===== src/rtl/cp0_pkg.sv =====
// Shared constants for the CP0 block: register numbers, exception codes,
// exception vector and the Status reset image.
package cp0_pkg;

   // CP0 register numbers as seen by mtc0/mfc0
   localparam logic [4:0] REG_BADVADDR = 5'd8;
   localparam logic [4:0] REG_COUNT    = 5'd9;
   localparam logic [4:0] REG_COMPARE  = 5'd11;
   localparam logic [4:0] REG_STATUS   = 5'd12;
   localparam logic [4:0] REG_CAUSE    = 5'd13;
   localparam logic [4:0] REG_EPC      = 5'd14;

   // ExcCode values produced by the upstream encoder
   localparam logic [4:0] EXC_INT  = 5'h00;
   localparam logic [4:0] EXC_ADEL = 5'h04;
   localparam logic [4:0] EXC_ADES = 5'h05;
   localparam logic [4:0] EXC_SYS  = 5'h08;
   localparam logic [4:0] EXC_BP   = 5'h09;
   localparam logic [4:0] EXC_RI   = 5'h0a;
   localparam logic [4:0] EXC_OV   = 5'h0c;
   localparam logic [4:0] EXC_ERET = 5'h1e;
   localparam logic [4:0] EXC_NONE = 5'h1f;

   // Common exception handler entry (BEV = 1)
   localparam logic [31:0] EXC_VECTOR   = 32'hBFC0_0380;
   // BEV is hardwired to 1, everything else clears
   localparam logic [31:0] STATUS_RESET = 32'h0040_0000;

   // Address-error exceptions are the only ones that latch BadVAddr
   function automatic logic is_addr_exc(input logic [4:0] code);
      return (code == EXC_ADEL) || (code == EXC_ADES);
   endfunction

endpackage


===== src/rtl/cp0_timer.sv =====
// Count/Compare timer: Count advances every other clock, TI latches when
// Count reaches a non-zero Compare and is cleared by writing Compare.
module cp0_timer (
   input  logic        clk,
   input  logic        rst,
   input  logic        count_we,
   input  logic        compare_we,
   input  logic [31:0] wdata,
   output logic [31:0] count,
   output logic [31:0] compare,
   output logic        ti
);

   logic tog;

   // Divide-by-two toggle; restarts at 0 so the first increment is two cycles after reset
   always_ff @(posedge clk) begin
      if (rst) tog <= 1'b0;
      else     tog <= ~tog;
   end

   // Count: software write beats the increment; wraps naturally at 32 bits
   always_ff @(posedge clk) begin
      if (rst)           count <= 32'd0;
      else if (count_we) count <= wdata;
      else if (tog)      count <= count + 32'd1;
   end

   // Compare: software-written only
   always_ff @(posedge clk) begin
      if (rst)             compare <= 32'd0;
      else if (compare_we) compare <= wdata;
   end

   // TI: sticky until Compare is rewritten; the clear wins over a same-cycle match
   always_ff @(posedge clk) begin
      if (rst)                                      ti <= 1'b0;
      else if (compare_we)                          ti <= 1'b0;
      else if ((count == compare) && (compare != 32'd0)) ti <= 1'b1;
   end

endmodule


===== src/rtl/cp0_regfile.sv =====
// CP0 register file and exception commit point in the memory stage.
// Holds Status/Cause/EPC/BadVAddr, instantiates the Count/Compare timer,
// decides which event commits and drives the flush/redirect.
module cp0_regfile
   import cp0_pkg::*;
(
   input  logic        clk,
   input  logic        rst,
   input  logic [4:0]  exc_code,
   input  logic        inst_valid,
   input  logic [31:0] pc_m,
   input  logic        in_delay_slot,
   input  logic [31:0] bad_addr,
   input  logic [5:0]  ext_int,
   input  logic        we,
   input  logic [4:0]  waddr,
   input  logic [31:0] wdata,
   input  logic [4:0]  raddr,
   output logic [31:0] rdata,
   output logic        flush,
   output logic [31:0] new_pc,
   output logic [31:0] status_o,
   output logic [31:0] cause_o,
   output logic [31:0] epc_o,
   output logic        timer_int
);

   // Status fields
   logic [7:0]  im;
   logic        exl;
   logic        ie;
   // Cause fields
   logic        bd;
   logic [5:0]  ip_hw;
   logic [1:0]  ip_sw;
   logic [4:0]  exccode;
   // Other architectural registers
   logic [31:0] epc;
   logic [31:0] badvaddr;
   logic [31:0] count;
   logic [31:0] compare;
   logic        ti;

   logic [7:0]  ip;
   logic        int_req;
   logic        exc_take;
   logic        eret_take;
   logic        mtc0_ok;
   logic [4:0]  commit_code;
   logic [31:0] status;
   logic [31:0] cause;

   // Commit decision: interrupt first, then encoder exception, then eret
   always_comb begin
      ip          = {ip_hw, ip_sw};
      int_req     = ie & ~exl & (|(ip & im)) & inst_valid;
      exc_take    = int_req | (inst_valid & (exc_code != EXC_NONE) & (exc_code != EXC_ERET));
      eret_take   = ~exc_take & inst_valid & (exc_code == EXC_ERET);
      flush       = ~rst & (exc_take | eret_take);
      commit_code = int_req ? EXC_INT : exc_code;
      new_pc      = exc_take ? EXC_VECTOR : epc;
      // A flushed instruction must not commit its mtc0
      mtc0_ok     = we & ~flush;
   end

   // Architectural views assembled from the individual fields
   always_comb begin
      status = STATUS_RESET | {16'd0, im, 6'd0, exl, ie};
      cause  = {bd, ti, 14'd0, ip_hw, ip_sw, 1'b0, exccode, 2'b00};
   end

   cp0_timer u_timer (
      .clk        (clk),
      .rst        (rst),
      .count_we   (mtc0_ok && (waddr == REG_COUNT)),
      .compare_we (mtc0_ok && (waddr == REG_COMPARE)),
      .wdata      (wdata),
      .count      (count),
      .compare    (compare),
      .ti         (ti)
   );

   // Status: mtc0 on IM/EXL/IE, exception sets EXL, eret clears it
   always_ff @(posedge clk) begin
      if (rst) begin
         im  <= 8'd0;
         exl <= 1'b0;
         ie  <= 1'b0;
      end else begin
         if (mtc0_ok && (waddr == REG_STATUS)) begin
            im  <= wdata[15:8];
            exl <= wdata[1];
            ie  <= wdata[0];
         end
         if (exc_take)       exl <= 1'b1;
         else if (eret_take) exl <= 1'b0;
      end
   end

   // Cause: hardware IP sampled every cycle, software IP by mtc0, BD/ExcCode on exception
   always_ff @(posedge clk) begin
      if (rst) begin
         bd      <= 1'b0;
         ip_hw   <= 6'd0;
         ip_sw   <= 2'd0;
         exccode <= 5'd0;
      end else begin
         ip_hw <= {ext_int[5] | ti, ext_int[4:0]};
         if (mtc0_ok && (waddr == REG_CAUSE)) ip_sw <= wdata[9:8];
         if (exc_take) begin
            exccode <= commit_code;
            if (!exl) bd <= in_delay_slot;
         end
      end
   end

   // EPC: nested exceptions (EXL already set) keep the original return address
   always_ff @(posedge clk) begin
      if (rst) begin
         epc <= 32'd0;
      end else begin
         if (mtc0_ok && (waddr == REG_EPC)) epc <= wdata;
         if (exc_take && !exl) epc <= in_delay_slot ? (pc_m - 32'd4) : pc_m;
      end
   end

   // BadVAddr: captured on address-error exceptions only
   always_ff @(posedge clk) begin
      if (rst)                                      badvaddr <= 32'd0;
      else if (exc_take && is_addr_exc(commit_code)) badvaddr <= bad_addr;
   end

   // mfc0 read port, pre-edge register state
   always_comb begin
      case (raddr)
         REG_BADVADDR: rdata = badvaddr;
         REG_COUNT:    rdata = count;
         REG_COMPARE:  rdata = compare;
         REG_STATUS:   rdata = status;
         REG_CAUSE:    rdata = cause;
         REG_EPC:      rdata = epc;
         default:      rdata = 32'd0;
      endcase
   end

   // Debug/forwarding views
   always_comb begin
      status_o  = status;
      cause_o   = cause;
      epc_o     = epc;
      timer_int = ti;
   end

endmodule


===== config.mk =====
export PLATFORM = sky130hd
export DESIGN_NAME = cp0_regfile
export DESIGN_NICKNAME = d
export VERILOG_FILES = /design/src/rtl/cp0_pkg.sv /design/src/rtl/cp0_timer.sv /design/src/rtl/cp0_regfile.sv
export SDC_FILE = /design/constraint.sdc
export NUM_CORES = 1
export LEC_CHECK = 0
export BUFFER_PORTS_ARGS = -buffer_cell sky130_fd_sc_hd__buf_2
export CAP_MARGIN = 0
export CORE_MARGIN = 4
export CORE_UTILIZATION = 40
export CTS_BUF_LIST = sky130_fd_sc_hd__clkbuf_4
export DETAILED_ROUTE_END_ITERATION = 8
export GPL_TIMING_DRIVEN = 0
export PLACE_DENSITY = 0.68
export SETUP_SLACK_MARGIN = 0.5
export SLEW_MARGIN = 5
export SYNTH_ARGS = -nofsm -noshare
export SYNTH_HDL_FRONTEND = slang
export SYNTH_SLANG_ARGS = --single-unit
export TNS_END_PERCENT = 100

===== constraint.sdc =====
create_clock -name clk -period 2.12 [get_ports clk]
set_input_delay 0 -clock clk [delete_from_list [all_inputs] [get_ports clk]]
set_output_delay 0 -clock clk [all_outputs]
set_load 0.01 [all_outputs]

# ---- Word-level counts from Yosys, hierarchy flattened
# Cells that the tools add are included.
dict set report classes {
  add_sub_neg 2
  n_mux 11
  bitwise 18
  eq_ne 17
  n_reduce_logical 17
}
# operator count
set op_table {}
lappend op_table {{32-bit two-way mux} 6}
lappend op_table {{32-bit case mux with 6 select lines} 1}
lappend op_table {{5-bit by 4-bit == test with 1-bit output, second input constant} 11}
lappend op_table {{32-bit by 1-bit adder with 32-bit output, second input constant} 1}
lappend op_table {{32-bit == test} 1}
lappend op_table {{32-bit nonzero test} 1}
lappend op_table {{32-bit by 3-bit subtractor with 32-bit output, second input constant} 1}
lappend op_table {{5-bit by 3-bit == test with 1-bit output, second input constant} 2}
lappend op_table {{5-bit != test, second input constant} 2}
lappend op_table {{1-bit bitwise AND} 9}
lappend op_table {{8-bit bitwise AND} 1}
lappend op_table {{1-bit logical AND} 8}
lappend op_table {{8-bit OR reduction} 1}
lappend op_table {{5-bit == test, second input constant} 1}
lappend op_table {{5-bit two-way mux} 1}
lappend op_table {{1-bit inverter} 5}
lappend op_table {{2-bit nonzero test} 2}
lappend op_table {{1-bit two-way mux} 3}
lappend op_table {{1-bit OR} 3}
lappend op_table {{3-bit nonzero test} 1}
lappend op_table {{2-bit AND reduction} 1}
lappend op_table {{2-bit OR reduction} 1}
lappend op_table {{1-bit zero test} 1}
lappend op_table {{1-bit logical OR} 1}
dict set report totals {
  out_inout_bits 162
  input_bits 122
  reg_bits 154
  elab_cells 78
}

# ---- Depth between registers and ports, before layout
# Gate-level depths: netlist (run 1).
dict set report logic_depth {
  word_depth 16
  mapped_depth 9
  mapped_depth_nobuf 7
}

# ---- By module
# A second synthesis (run 1) with hierarchy kept.
dict set report unflattened {
  hier_cells 1007
  area_unflattened_um2 8863.5
}
# mod seq_area_each_um2 instances cells_each area_per_inst_um2
set by_module_without_submodules {}
lappend by_module_without_submodules {cp0_regfile 1761.7 1 634 5549.1}
lappend by_module_without_submodules {cp0_timer 1321.3 1 373 3314.4}

# ---- Worst setup path before layout (run 1)
# OpenSTA, ideal clock, no wires.
dict set report synth_timing {
  path_kind {register -> register}
  from {register im[0]}
  to {register ip_sw[0]}
  slack_ps 46
  required_time_ps 1992
  synth_period_minus_slack_ps 2074
  path_buffers 1
  t_arrival_ps 1947
  setup_ps 128
  path_stages_with_launch 7
  cell_sequence {dfxtp_1 a22oi_1 a41oi_1 buf_2 a2111oi_0 mux2i_1 nor2_1}
}
dict set report synth_between {
  elab_chain_cells 13
}
# item line
set synth_rtl {}
lappend synth_rtl {{start: declaration} cp0_regfile.sv:29} ;# logic [7:0] im;
lappend synth_rtl {{start signal: assignment} cp0_regfile.sv:91} ;# im <= wdata[15:8];
lappend synth_rtl {{8-bit bitwise AND *} cp0_regfile.sv:56} ;# int_req = ie & ~exl & (|(ip & im)) & inst_valid;
lappend synth_rtl {{8-bit OR reduction *} cp0_regfile.sv:56}
lappend synth_rtl {{1-bit bitwise AND * (2 in series)} cp0_regfile.sv:56}
lappend synth_rtl {{1-bit OR *} cp0_regfile.sv:57} ;# exc_take = int_req | (inst_valid & (exc_code != EXC_NONE) & (exc_code != EXC_ERET));
lappend synth_rtl {{1-bit inverter} cp0_regfile.sv:58} ;# eret_take = ~exc_take & inst_valid & (exc_code == EXC_ERET);
lappend synth_rtl {{1-bit bitwise AND (2 in series)} cp0_regfile.sv:58}
lappend synth_rtl {{1-bit OR *} cp0_regfile.sv:59} ;# flush = ~rst & (exc_take | eret_take);
lappend synth_rtl {{1-bit bitwise AND *} cp0_regfile.sv:59}
lappend synth_rtl {{1-bit inverter *} cp0_regfile.sv:63} ;# mtc0_ok = we & ~flush;
lappend synth_rtl {{1-bit bitwise AND *} cp0_regfile.sv:63}
lappend synth_rtl {{1-bit logical AND *} cp0_regfile.sv:109} ;# if (mtc0_ok && (waddr == REG_CAUSE)) ip_sw <= wdata[9:8];
lappend synth_rtl {{end signal: assignment} cp0_regfile.sv:109}
lappend synth_rtl {{end: declaration} cp0_regfile.sv:35} ;# logic [1:0] ip_sw;
# Every way passes the cells marked *; elsewhere a longest branch is shown, timed or not.
# A chain may end at the register's enable or synchronous reset.

# ---- Final worst setup path (run 1)
dict set report layout_timing {
  from {register im[3]}
  to {output new_pc[0]}
}
dict set report layout_between {
  elab_chain_cells 6
}
# item line
set layout_rtl {}
lappend layout_rtl {{8-bit bitwise AND} cp0_regfile.sv:56}
lappend layout_rtl {{8-bit OR reduction} cp0_regfile.sv:56}
lappend layout_rtl {{1-bit bitwise AND (2 in series)} cp0_regfile.sv:56}
lappend layout_rtl {{1-bit OR} cp0_regfile.sv:57}
lappend layout_rtl {{32-bit two-way mux} cp0_regfile.sv:61} ;# new_pc = exc_take ? EXC_VECTOR : epc;
lappend layout_rtl {{end: declaration} cp0_regfile.sv:21} ;# output logic [31:0] new_pc,
# No other way between the ends.

==> metrics.log, run 1 <==
[metrics] outcome: finished with violations
[metrics] violations in the final reports: hold timing, setup timing
[metrics] clock latency on the worst-skew pair: 0.59 ns
[metrics] global route total overflow: 0
[metrics] CP Class: reg -> out
[metrics] crit path time final: 2.370 ns
[metrics] number of setup violations in the final report: between 100 and 150
[metrics] all-layer global routing usage: 31.23%
[metrics] Boundary Pins: 284
[metrics] final sum of negative setup slack: -15.43 ns
[metrics] H-tree levels: 4
[metrics] part of the total power dissipated in the clock network: between 30% and 40%
[metrics] relative slew slack: around 43%
[metrics] fraction of the yosys area taken by sequential cells: approximately 35%
[metrics] Maximum Capacitance Violations: 0
[metrics] met3 track demand over resource: 5.527%
[metrics] count of fill cells added during filler insertion: around 1700
[metrics] cell family with the largest share of critical-path delay: compound AO/OA/AOI/OAI gates
[metrics] leakage power: 5.885 nW
[metrics] synthesized area: 8896 sq um
[metrics] via count of the first global-routing pass: 10110
[metrics] routed wire length: about 42000 um
[metrics] share of total power in combinational logic: 21.8%
[metrics] Worst-Margin Slew: ~0.86 ns
[metrics] die width: 157.1 um
[metrics] slack of the worst reg-to-reg path: -0.19 ns
[metrics] largest vdd supply drop: 0.0003624 V
[metrics] count of input and output buffers: roughly 240
[metrics] routed wirelength normalized by instance count: around 22 um
[metrics] area taken by flip-flops and latches: about 3100 sq um
[metrics] worst hold path startpoint: pc_m[3]
[metrics] root buffer cell: clkbuf_4
[metrics] data required time at the worst endpoint: 2.12 ns
[metrics] sequential fraction of design power: a little under half
[metrics] Buf+Inv Stages, Crit Path: 4
[metrics] leading cell types in the layout, fill and taps excluded: buf_2, nor2_1, dfxtp_1
[metrics] top fanout value on the critical path: 6
[metrics] net switching power: approximately 2 mW
[metrics] number of cells traversed by the worst hold path: 6
[metrics] total via count in the routed design: approximately 11000
[metrics] number of remaining DRC errors: 0
[metrics] cell breakdown of the critical path: a22oi_2 > a41oi_4 > buf_6 > o21ai_4 > buf_8 > clkbuf_16 > and2_4 > buf_6
[metrics] proportion of netlist area held by the largest area contributor: 34.66%
[metrics] most area-consuming cells after synthesis: dfxtp_1, mux2i_1, xnor2_1
[metrics] commonest non-fill, non-tap cell in the layout: buf_2
[metrics] critical path startpoint category: flop
[metrics] startpoint of the worst-slack reg-to-reg timing path: im[3]$_SDFFE_PP0P_
[metrics] Initial Util: 40.76%
[metrics] flip-flop and latch count after synthesis: 154
[metrics] net count reported at finish: 1691
[metrics] count of final max-slew check failures: 0
[metrics] number of instances in the synthesized netlist: 1081
[metrics] wire length of the first global-routing pass: 59020 um
[metrics] final setup margin: -0.2503 ns
[metrics] endpoint of the worst hold path: epc_o[13]$_SDFFE_PP0P_
[metrics] layout cells sized above 1: 39.09%
[metrics] clock slew at reported path FFs: 0.13 ns
[metrics] area of the die: 24690 sq um
[metrics] Distinct cells, synth: 64
[metrics] final core utilization: 65.68%
[metrics] CTS sink count: 154
[metrics] antenna-violating nets left: 0
[metrics] share of the clock period used by the worst path after layout: 111.8%
[metrics] unrepaired setup endpoints after global routing: yes
[metrics] internal power of the cells: 4.610 mW
[metrics] number of flops mapped to enable cells by yosys: 0
[metrics] final hold violations: 3
[metrics] cells on worst reg2reg path: 11
[metrics] standard-cell rows: 54
[metrics] final hold slack: -0.009561 ns
[metrics] Final Skew: 0.03018 ns
[metrics] HPWL after detailed placement: around 29000 um
[metrics] core area: 21820 sq um
[metrics] met1 Resource Use GR: 41.71%
[metrics] post-DR vias/cell: roughly 5.8
[metrics] Die Ht: 157.1 um
[metrics] post-route total power: 6.565 mW
[metrics] worst reg2reg endpoint: u_timer.compare[22]$_SDFFE_PP0P_
[metrics] Worst path max stage delay: roughly 0.37 ns
[metrics] fraction of met2 tracks used by global routing: 51.06%
[metrics] sw frac: 29.77%
[metrics] total area of multi-input combinational cells: 6036 sq um
[metrics] pin count of the biggest net entering global routing: 17
[metrics] Clock Tree Buf Depth: 2
[metrics] Area Overhead vs Synth: 61.12%
[metrics] minimum setup slack after placement: -0.7168 ns
[metrics] synthesized area per cell: about 8.2 sq um
[metrics] Ys Warns: 0
[metrics] Max Clock Freq: 421.9 MHz
[metrics] initial antenna violation count: 2
[metrics] Yosys top cell by area: dfxtp_1
[metrics] TritonCTS Buffers: 17
[metrics] First-pass DRT Iterations: 8
[metrics] WP data arrival: around 2.4 ns
[metrics] routing layer with the top usage in global route: met2
[metrics] Top cell by count, worst path: buf_6
[metrics] Crit-path slowest cell: dfxtp_2
[metrics] total power density per cell area: 458.0 nW/um^2
[metrics] DRC marker count from the first detailed-route iteration: 1081
[metrics] capturing element type of the critical path: output port
[metrics] worst hold-check path type: in -> reg
[metrics] global placer's final weighted congestion: around 0.98
[metrics] clock tree from TritonCTS: done
[metrics] Most used DFF post-synth: dfxtp_1
[metrics] fraction of synthesis flops using an asynchronous set or reset pin: 0%
[worst max path at each step]
stage	from	endpoint	slack [ns]	depth (start not counted)
after global routing	im[3]$_SDFFE_PP0P_	new_pc[0]	-0.29	8
final	im[3]$_SDFFE_PP0P_	new_pc[0]	-0.25	8
after floorplan	im[5]$_SDFFE_PP0P_	u_timer.compare[10]$_SDFFE_PP0P_	0.28	7
after global placement	im[7]$_SDFFE_PP0P_	new_pc[0]	-0.65	7
after detailed placement	ip_sw[0]$_SDFFE_PP0P_	new_pc[0]	-0.72	7
after CTS	im[7]$_SDFFE_PP0P_	new_pc[0]	-0.24	8
[synth_stat cells (3+ instances only)]
cell         n
nor3_1      28
o31ai_1      5
a21oi_1     10
nor2_1     139
a31oi_1      4
nor2b_1      9
dfxtp_1    154
a22oi_1     65
a2111oi_0    3
buf_2       15
mux2i_1     78
o31a_2       3
a211oi_1    33
or3_1        7
o21a_1       4
or3_2        3
xor2_1      14
a222oi_1    10
xnor2_1     60
a311oi_1    29
or2_2        3
o31a_1       3
nand3_1     27
nor4_1      28
and2_1      20
clkbuf_1    63
nand2b_1    18
inv_1       11
buf_4       43
nand2_1    109
buf_1        7
o21ai_0      3
nand4_1     24
and3_1       4
nor4b_1      3
or4_1        4
[through the flow]
step	hold slack, ns	instances	cell area, sq um
after global routing	0.003012	1857	14330
after global placement	0.2126	1641	10960
after CTS	-0.04908	1834	13550
after detailed placement	0.2139	1641	10960
after floorplan	0.1158	1118	9389
final	-0.009561	1857	14330
[repair_timing]
action                                  in CTS  in global routing
resized for setup                          134                154
pin swaps                                   25                 28
endpoints found under the setup margin     212                207
hold buffers                               115                  1
gates cloned                                 6                  4
endpoints found under the hold margin      152                  1
buffers inserted                            44                 17
[worst reg2reg max path, cell delays in order (launching register included)]
cell and delay [ns]:
dfxtp_2 0.37, a22oi_2 0.24, a41oi_4 0.20, buf_6 0.18
buf_4 0.15, buf_6 0.12, a211oi_4 0.24, buf_6 0.20
buf_12 0.12, buf_16 0.11, mux2i_1 0.21, nor2_1 0.05
[routing by layer]
metal	share of wire (%)	routed length (um)
met5	0	0
met4	3.8	1593
met3	11	4376
met2	47	19550
met1	39	16130
[final cells by class]
class                           instances  share of cell area (%)
Tap cell                              280                   2.444
Multi-Input combinational cell        825                   42.11
Inverter                               11                  0.2881
Clock inverter                         10                   1.074
Antenna cell                            1                 0.01746
Clock buffer                           18                  0.9427
Buffer                                128                   7.446
Timing Repair Buffer                  430                   23.80
Sequential cell                       154                   21.88
[kinds of logic (layout without fill, tap and decap cells)]
family / Yosys count / in the layout / share of synthesized area [%]
fa+ha+maj: 2 / 2 / 0.2812
buf+inv: 139 / 597 / 7.890
other cells: 2 / 40 / 0.08442
compound gates: 192 / 192 / 17.10
xor+xnor: 74 / 74 / 7.285
flops: 154 / 154 / 34.66
mux: 79 / 79 / 8.903
simple gates: 439 / 439 / 23.80
[flip-flops by register name, summed over array words and instances, names as in the netlist]
register,flops
bd,1
badvaddr,32
exccode,5
u_timer.compare,32
ip_sw,2
u_timer.count,32
u_timer.tog,1
epc_o,32
ie,1
ip_hw,6
exl,1
u_timer.ti,1
im,8
[power by group through the flow]
| stage | Clock (mW) | Combinational, mW | Sequential (mW) |
|---|---|---|---|
| after floorplan | 0 | 0.509 | 3.16 |
| after global placement | 0 | 0.965 | 3.20 |
| after detailed placement | 0 | 0.976 | 3.20 |
| after CTS | 1.98 | 1.25 | 3.14 |
| after global routing | 2.09 | 1.51 | 3.15 |
| final | 1.98 | 1.43 | 3.15 |
Power figures use the tool's default switching activity.
==> run 2: changes to the inputs <==
- PLACE_DENSITY: 0.68 -> not set
- PLACE_DENSITY_LB_ADDON: not set -> 0.1
==> metrics.log, run 2 (synthesis gave the netlist of run 1 again) <==
[metrics] startpoint of the worst-slack reg-to-reg timing path: im[7]$_SDFFE_PP0P_
[metrics] count of fill cells added during filler insertion: 1827
[metrics] number of cells traversed by the worst hold path: 6
[metrics] top fanout value on the critical path: 7
[metrics] violations in the final reports: setup timing
[metrics] pin count of the biggest net entering global routing: 17
[metrics] crit path time final: roughly 2.3 ns
[metrics] core area: 21820 sq um
[metrics] unrepaired setup endpoints after global routing: yes
[metrics] final setup margin: -0.2123 ns
[metrics] final hold violations: 0
[metrics] instance count after placement with tap cells included: roughly 1600
[metrics] via count of the first global-routing pass: 9887
[metrics] capturing element type of the critical path: output port
[metrics] total power density per cell area: approximately 490 nW/um^2
[metrics] worst reg2reg endpoint: epc_o[30]$_SDFFE_PP0P_
[metrics] leakage power: 5.847 nW
[metrics] routed wirelength normalized by instance count: 21.71 um
[metrics] First-pass DRT Iterations: 6
[metrics] area of the die: 24690 sq um
[metrics] cells on worst reg2reg path: 9
[metrics] root buffer cell: clkbuf_4
[metrics] cell area after placement: 10960 sq um
[metrics] largest vdd supply drop: about 0.00033 V
[metrics] all-layer global routing usage: a little under a third
[metrics] finished layout cell area: 14280 sq um
[metrics] worst hold path startpoint: pc_m[11]
[metrics] WP data arrival: 2.33 ns
[metrics] count of input and output buffers: 243
[metrics] number of setup violations in the final report: 165
[metrics] total via count in the routed design: 10450
[metrics] Worst-Margin Slew: 0.9543 ns
[metrics] area taken by flip-flops and latches: 3129 sq um
[metrics] Final Skew: 0.02132 ns
[metrics] wire length of the first global-routing pass: 58240 um
[metrics] initial antenna violation count: 2
[metrics] data required time at the worst endpoint: 2.12 ns
[metrics] Post-Layout Cell Count: 1851
[metrics] outcome: finished with violations
[metrics] CP Class: reg -> out
[metrics] antenna-violating nets left: 0
[metrics] final sum of negative setup slack: -16.73 ns
[metrics] global placer's final weighted congestion: 0.9622
[metrics] share of the clock period used by the worst path after layout: 110.0%
[metrics] clock slew at reported path FFs: about 0.14 ns
[metrics] final hold slack: 0.009418 ns
[metrics] relative slew slack: 36.38%
[metrics] Maximum Capacitance Violations: 0
[metrics] slack of the worst reg-to-reg path: -0.20 ns
[metrics] die width: 157.1 um
[metrics] clock tree from TritonCTS: done
[metrics] endpoint of the worst hold path: epc_o[22]$_SDFFE_PP0P_
[metrics] minimum setup slack after placement: -0.7313 ns
[metrics] DRC marker count from the first detailed-route iteration: between 900 and 1000
[metrics] routed wire length: 40190 um
[metrics] standard-cell rows: 54
[metrics] post-DR vias/cell: 5.648
[metrics] clock latency on the worst-skew pair: slightly below 0.6 ns
[metrics] global route total overflow: 0
[metrics] Initial Util: 40.76%
[metrics] leading cell types in the layout, fill and taps excluded: buf_2, dfxtp_1, dlygate4sd3_1
[metrics] Max Clock Freq: between 400 and 500 MHz
[metrics] Boundary Pins: 284
[metrics] Clock Tree Buf Depth: 2
[metrics] layout cells sized above 1: 38.47%
[metrics] H-tree levels: 4
[metrics] commonest non-fill, non-tap cell in the layout: buf_2
[metrics] critical path startpoint category: flop
[metrics] TritonCTS Buffers: 17
[metrics] total area of multi-input combinational cells: roughly 6000 sq um
[metrics] HPWL after detailed placement: about 28000 um
[metrics] final core utilization: about two thirds
[metrics] net count reported at finish: 1681
[metrics] post-route total power: 7.018 mW
[metrics] timing startpoint of the critical path: im[7]$_SDFFE_PP0P_
[metrics] Die Ht: 157.1 um
[metrics] CTS sink count: roughly 150
[metrics] number of remaining DRC errors: 0
[metrics] count of final max-slew check failures: 0
[metrics] worst hold-check path type: in -> reg
[metrics] Area Overhead vs Synth: 60.52%
## run 2: cell count changes in the layout (fill, tap and decap cells not counted), sizes merged
cell	change
dlygate4sd3	+4
clkinvlp	-1
clkbuf	+8
inv	+4
buf	-24
clkinv	-1
bufbuf	+1
bufinv	+3
## run 2: where the power goes
part	switching [mW]	internal, mW	total, mW
logic	0.701	0.705	1.41
clock network	1.17	1.30	2.47
registers	0.155	2.99	3.14
total	2.03	4.99	7.02
## run 2: how the worst max path moves through the flow
stage	end	slack, ns	cells after the start
after floorplan	u_timer.compare[10]$_SDFFE_PP0P_	0.28	7
after global placement	new_pc[0]	-0.64	7
after detailed placement	new_pc[0]	-0.73	7
after CTS	new_pc[30]	-0.19	8
after global routing	new_pc[18]	-0.25	8
final	new_pc[19]	-0.21	8
## run 2: final cells by class
cell class              instances  share of cell area [%]
diodes                          1                 0.01752
inverters                      11                  0.2891
well taps                     280                   2.453
plain buffers                 128                   7.413
flip-flops and latches        154                   21.91
repair buffers                420                   23.39
multi-input cells             825                   41.76
clock inverters                15                   1.875
clock buffers                  17                  0.8937
## run 2: timing repair
item,4_1_cts,5_1_grt
hold endpoints to repair,152,0
buffers inserted,36,8
hold buffers,120,0
endpoints found under the setup margin,212,205
gates resized for setup,159,107
pin swaps,22,26
gates cloned,13,0
## run 2: per-layer routing
layer	track usage [%]	part of all wire, %	vias up
met3	5.142	9.8	98
met5	0	0.042	-
met4	11.88	3.2	2
met1	42.14	41	4960
met2	49.02	46	597
li1	-	-	4797
## run 2: critical path, stage by stage (launching register included)
cell       delay, ns
dfxtp_4         0.38
a22oi_2         0.27
a41oi_4         0.19
buf_6           0.17
o21ai_4         0.14
buf_12          0.17
clkbuf_16       0.16
and2_4          0.15
buf_6           0.10
==> run 3: changes to the inputs <==
- CORE_ASPECT_RATIO: not set -> 0.8
- CORE_UTILIZATION: 40 -> 35
==> metrics.log, run 3 (synthesis gave the netlist of run 1 again) <==
[metrics] final hold violations: 0
[metrics] Worst path max stage delay: 0.39 ns
[metrics] root buffer cell: clkbuf_4
[metrics] routed wirelength normalized by instance count: 22.15 um
[metrics] relative slew slack: approximately 37%
[metrics] cell family with the largest share of critical-path delay: compound AO/OA/AOI/OAI gates
[metrics] post-DR vias/cell: 5.533
[metrics] core area: 24690 sq um
[metrics] CTS sink count: 154
[metrics] final sum of negative setup slack: -28.99 ns
[metrics] Post-Layout Cell Count: approximately 1900
[metrics] Final Skew: approximately 0.030 ns
[metrics] leading cell types in the layout, fill and taps excluded: buf_2, nor2_1, dfxtp_1
[metrics] largest vdd supply drop: between 0.0003 and 0.0004 V
[metrics] global route total overflow: 0
[metrics] Max Clock Freq: 410.7 MHz
[metrics] crit path time final: 2.435 ns
[metrics] leakage power: roughly 5.7 nW
[metrics] final setup margin: -0.3147 ns
[metrics] clock tree from TritonCTS: done
[metrics] Crit-path slowest cell: dfxtp_4
[metrics] critical path startpoint category: flop
[metrics] WP data arrival: 2.43 ns
[metrics] commonest non-fill, non-tap cell in the layout: buf_2
[metrics] area of the die: 28050 sq um
[metrics] layout cells sized above 1: 35.65%
[metrics] TritonCTS Buffers: 17
[metrics] unrepaired setup endpoints after global routing: yes
[metrics] top fanout value on the critical path: 7
[metrics] minimum setup slack after placement: -0.7836 ns
[metrics] all-layer global routing usage: 28.37%
[metrics] DRC marker count from the first detailed-route iteration: 1092
[metrics] net count reported at finish: ~1700
[metrics] First-pass DRT Iterations: 8
[metrics] pin count of the biggest net entering global routing: 17
[metrics] worst hold-check path type: in -> reg
[metrics] HPWL after detailed placement: 29750 um
[metrics] global placer's final weighted congestion: 0.9093
[metrics] cell breakdown of the critical path: a22oi_2 > a41oi_4 > buf_6 > o21ai_4 > buf_12 > buf_8 > and2_1 > buf_2
[metrics] clock latency on the worst-skew pair: 0.61 ns
[metrics] share of the clock period used by the worst path after layout: 114.8%
[metrics] CP Class: reg -> out
[metrics] initial antenna violation count: 2
[metrics] die width: 186.2 um
[metrics] instance count after placement with tap cells included: 1679
[metrics] H-tree levels: 4
[metrics] Initial Util: 36.02%
[metrics] total via count in the routed design: 10430
[metrics] violations in the final reports: setup timing
[metrics] final hold slack: 0.02224 ns
[metrics] capturing element type of the critical path: output port
[metrics] Die Ht: 150.6 um
[metrics] outcome: finished with violations
[metrics] Maximum Capacitance Violations: 0
[metrics] standard-cell rows: a little over 50
[metrics] Boundary Pins: 284
[metrics] Clock Tree Buf Depth: 2
[metrics] antenna-violating nets left: 0
[metrics] data required time at the worst endpoint: between 2 and 2.5 ns
[metrics] post-route total power: between 6 and 7 mW
[metrics] number of setup violations in the final report: 170
[metrics] via count of the first global-routing pass: 9646
[metrics] total power density per cell area: 467.9 nW/um^2
[metrics] Worst-Margin Slew: about 0.95 ns
[metrics] routed wire length: 41740 um
[metrics] count of final max-slew check failures: 0
[metrics] wire length of the first global-routing pass: 59750 um
[metrics] Buf+Inv Stages, Crit Path: 4
[metrics] clock slew at reported path FFs: ~0.15 ns
[metrics] count of input and output buffers: approximately 240
[metrics] number of remaining DRC errors: 0
[metrics] Area Overhead vs Synth: 56.40%
==> run 3: cell types whose count changed in the layout (fill, tap and decap cells not counted), moves of 6 or more <==
cell,previous run,this run
a211oi_1,10,26
a211oi_2,20,6
buf_2,225,234
buf_4,68,74
buf_6,43,34
nor2_1,114,137
nor2_2,23,2
==> run 3: stage by stage <==
| stage | area, sq um | util (%) |
|---|---|---|
| finish | 13910 | 56.34 |
| global route | 13910 | 56.34 |
| CTS | 13500 | 54.65 |
| detailed placement | 11010 | 44.58 |
| global placement | 11000 | 44.56 |
| floorplan | 9389 | - |
==> run 3: what timing repair did <==
action                                 4_1_cts  5_1_grt
hold buffers                               118        0
setup endpoints to repair                  212      209
buffers inserted                            33       11
gates resized for setup                    115       95
endpoints found under the hold margin      152        0
cloned                                       9        1
pin swaps                                   12       16
==> run 3: metal layers <==
metal	global-route usage (%)	part of all wire, %	wire, um
met5	0	0	0
met4	6.992	2.2	920
met3	4.300	8.6	3582
met2	43.69	44	18530
met1	41.62	45	18710
==> run 3: worst reg2reg max path, stage by stage (launching register included) <==
cell,delay (ns)
dfxtp_4,0.39
a22oi_2,0.30
a41oi_4,0.23
buf_6,0.19
buf_4,0.12
buf_6,0.12
nor3_4,0.16
buf_6,0.18
buf_12,0.14
buf_12,0.10
buf_12,0.12
mux2i_1,0.19
nor2_1,0.05
==> run 3: worst paths after layout <==
path / from / to / slack (ns) / cells past startpoint
max: im[7]$_SDFFE_PP0P_ / new_pc[21] / -0.31 / 8
min: pc_m[20] / epc_o[23]$_SDFFE_PP0P_ / 0.02 / 5
max reg2reg: im[7]$_SDFFE_PP0P_ / badvaddr[22]$_SDFFE_PP0P_ / -0.28 / 12
min reg2reg: badvaddr[31]$_SDFFE_PP0P_ / badvaddr[31]$_SDFFE_PP0P_ / 0.50 / 2
==> run 3: final cells by class <==
class,count,area (sq um)
Clock inverter,15,166.4
Tap cell,318,397.9
Antenna cell,1,2.502
Buffer,128,1032
Sequential cell,154,3123
Inverter,11,41.29
Fill cell,2268,10780
Multi-Input combinational cell,825,5821
Timing Repair Buffer,415,3202
Clock buffer,17,127.6
==> run 3: power by group <==
group | internal, mW | switching, mW | leakage (nW)
clock | 0.721 | 1.28 | 0.148
sequential | 2.99 | 0.152 | 1.26
combinational | 0.678 | 0.695 | 4.27
total | 4.39 | 2.12 | 5.69
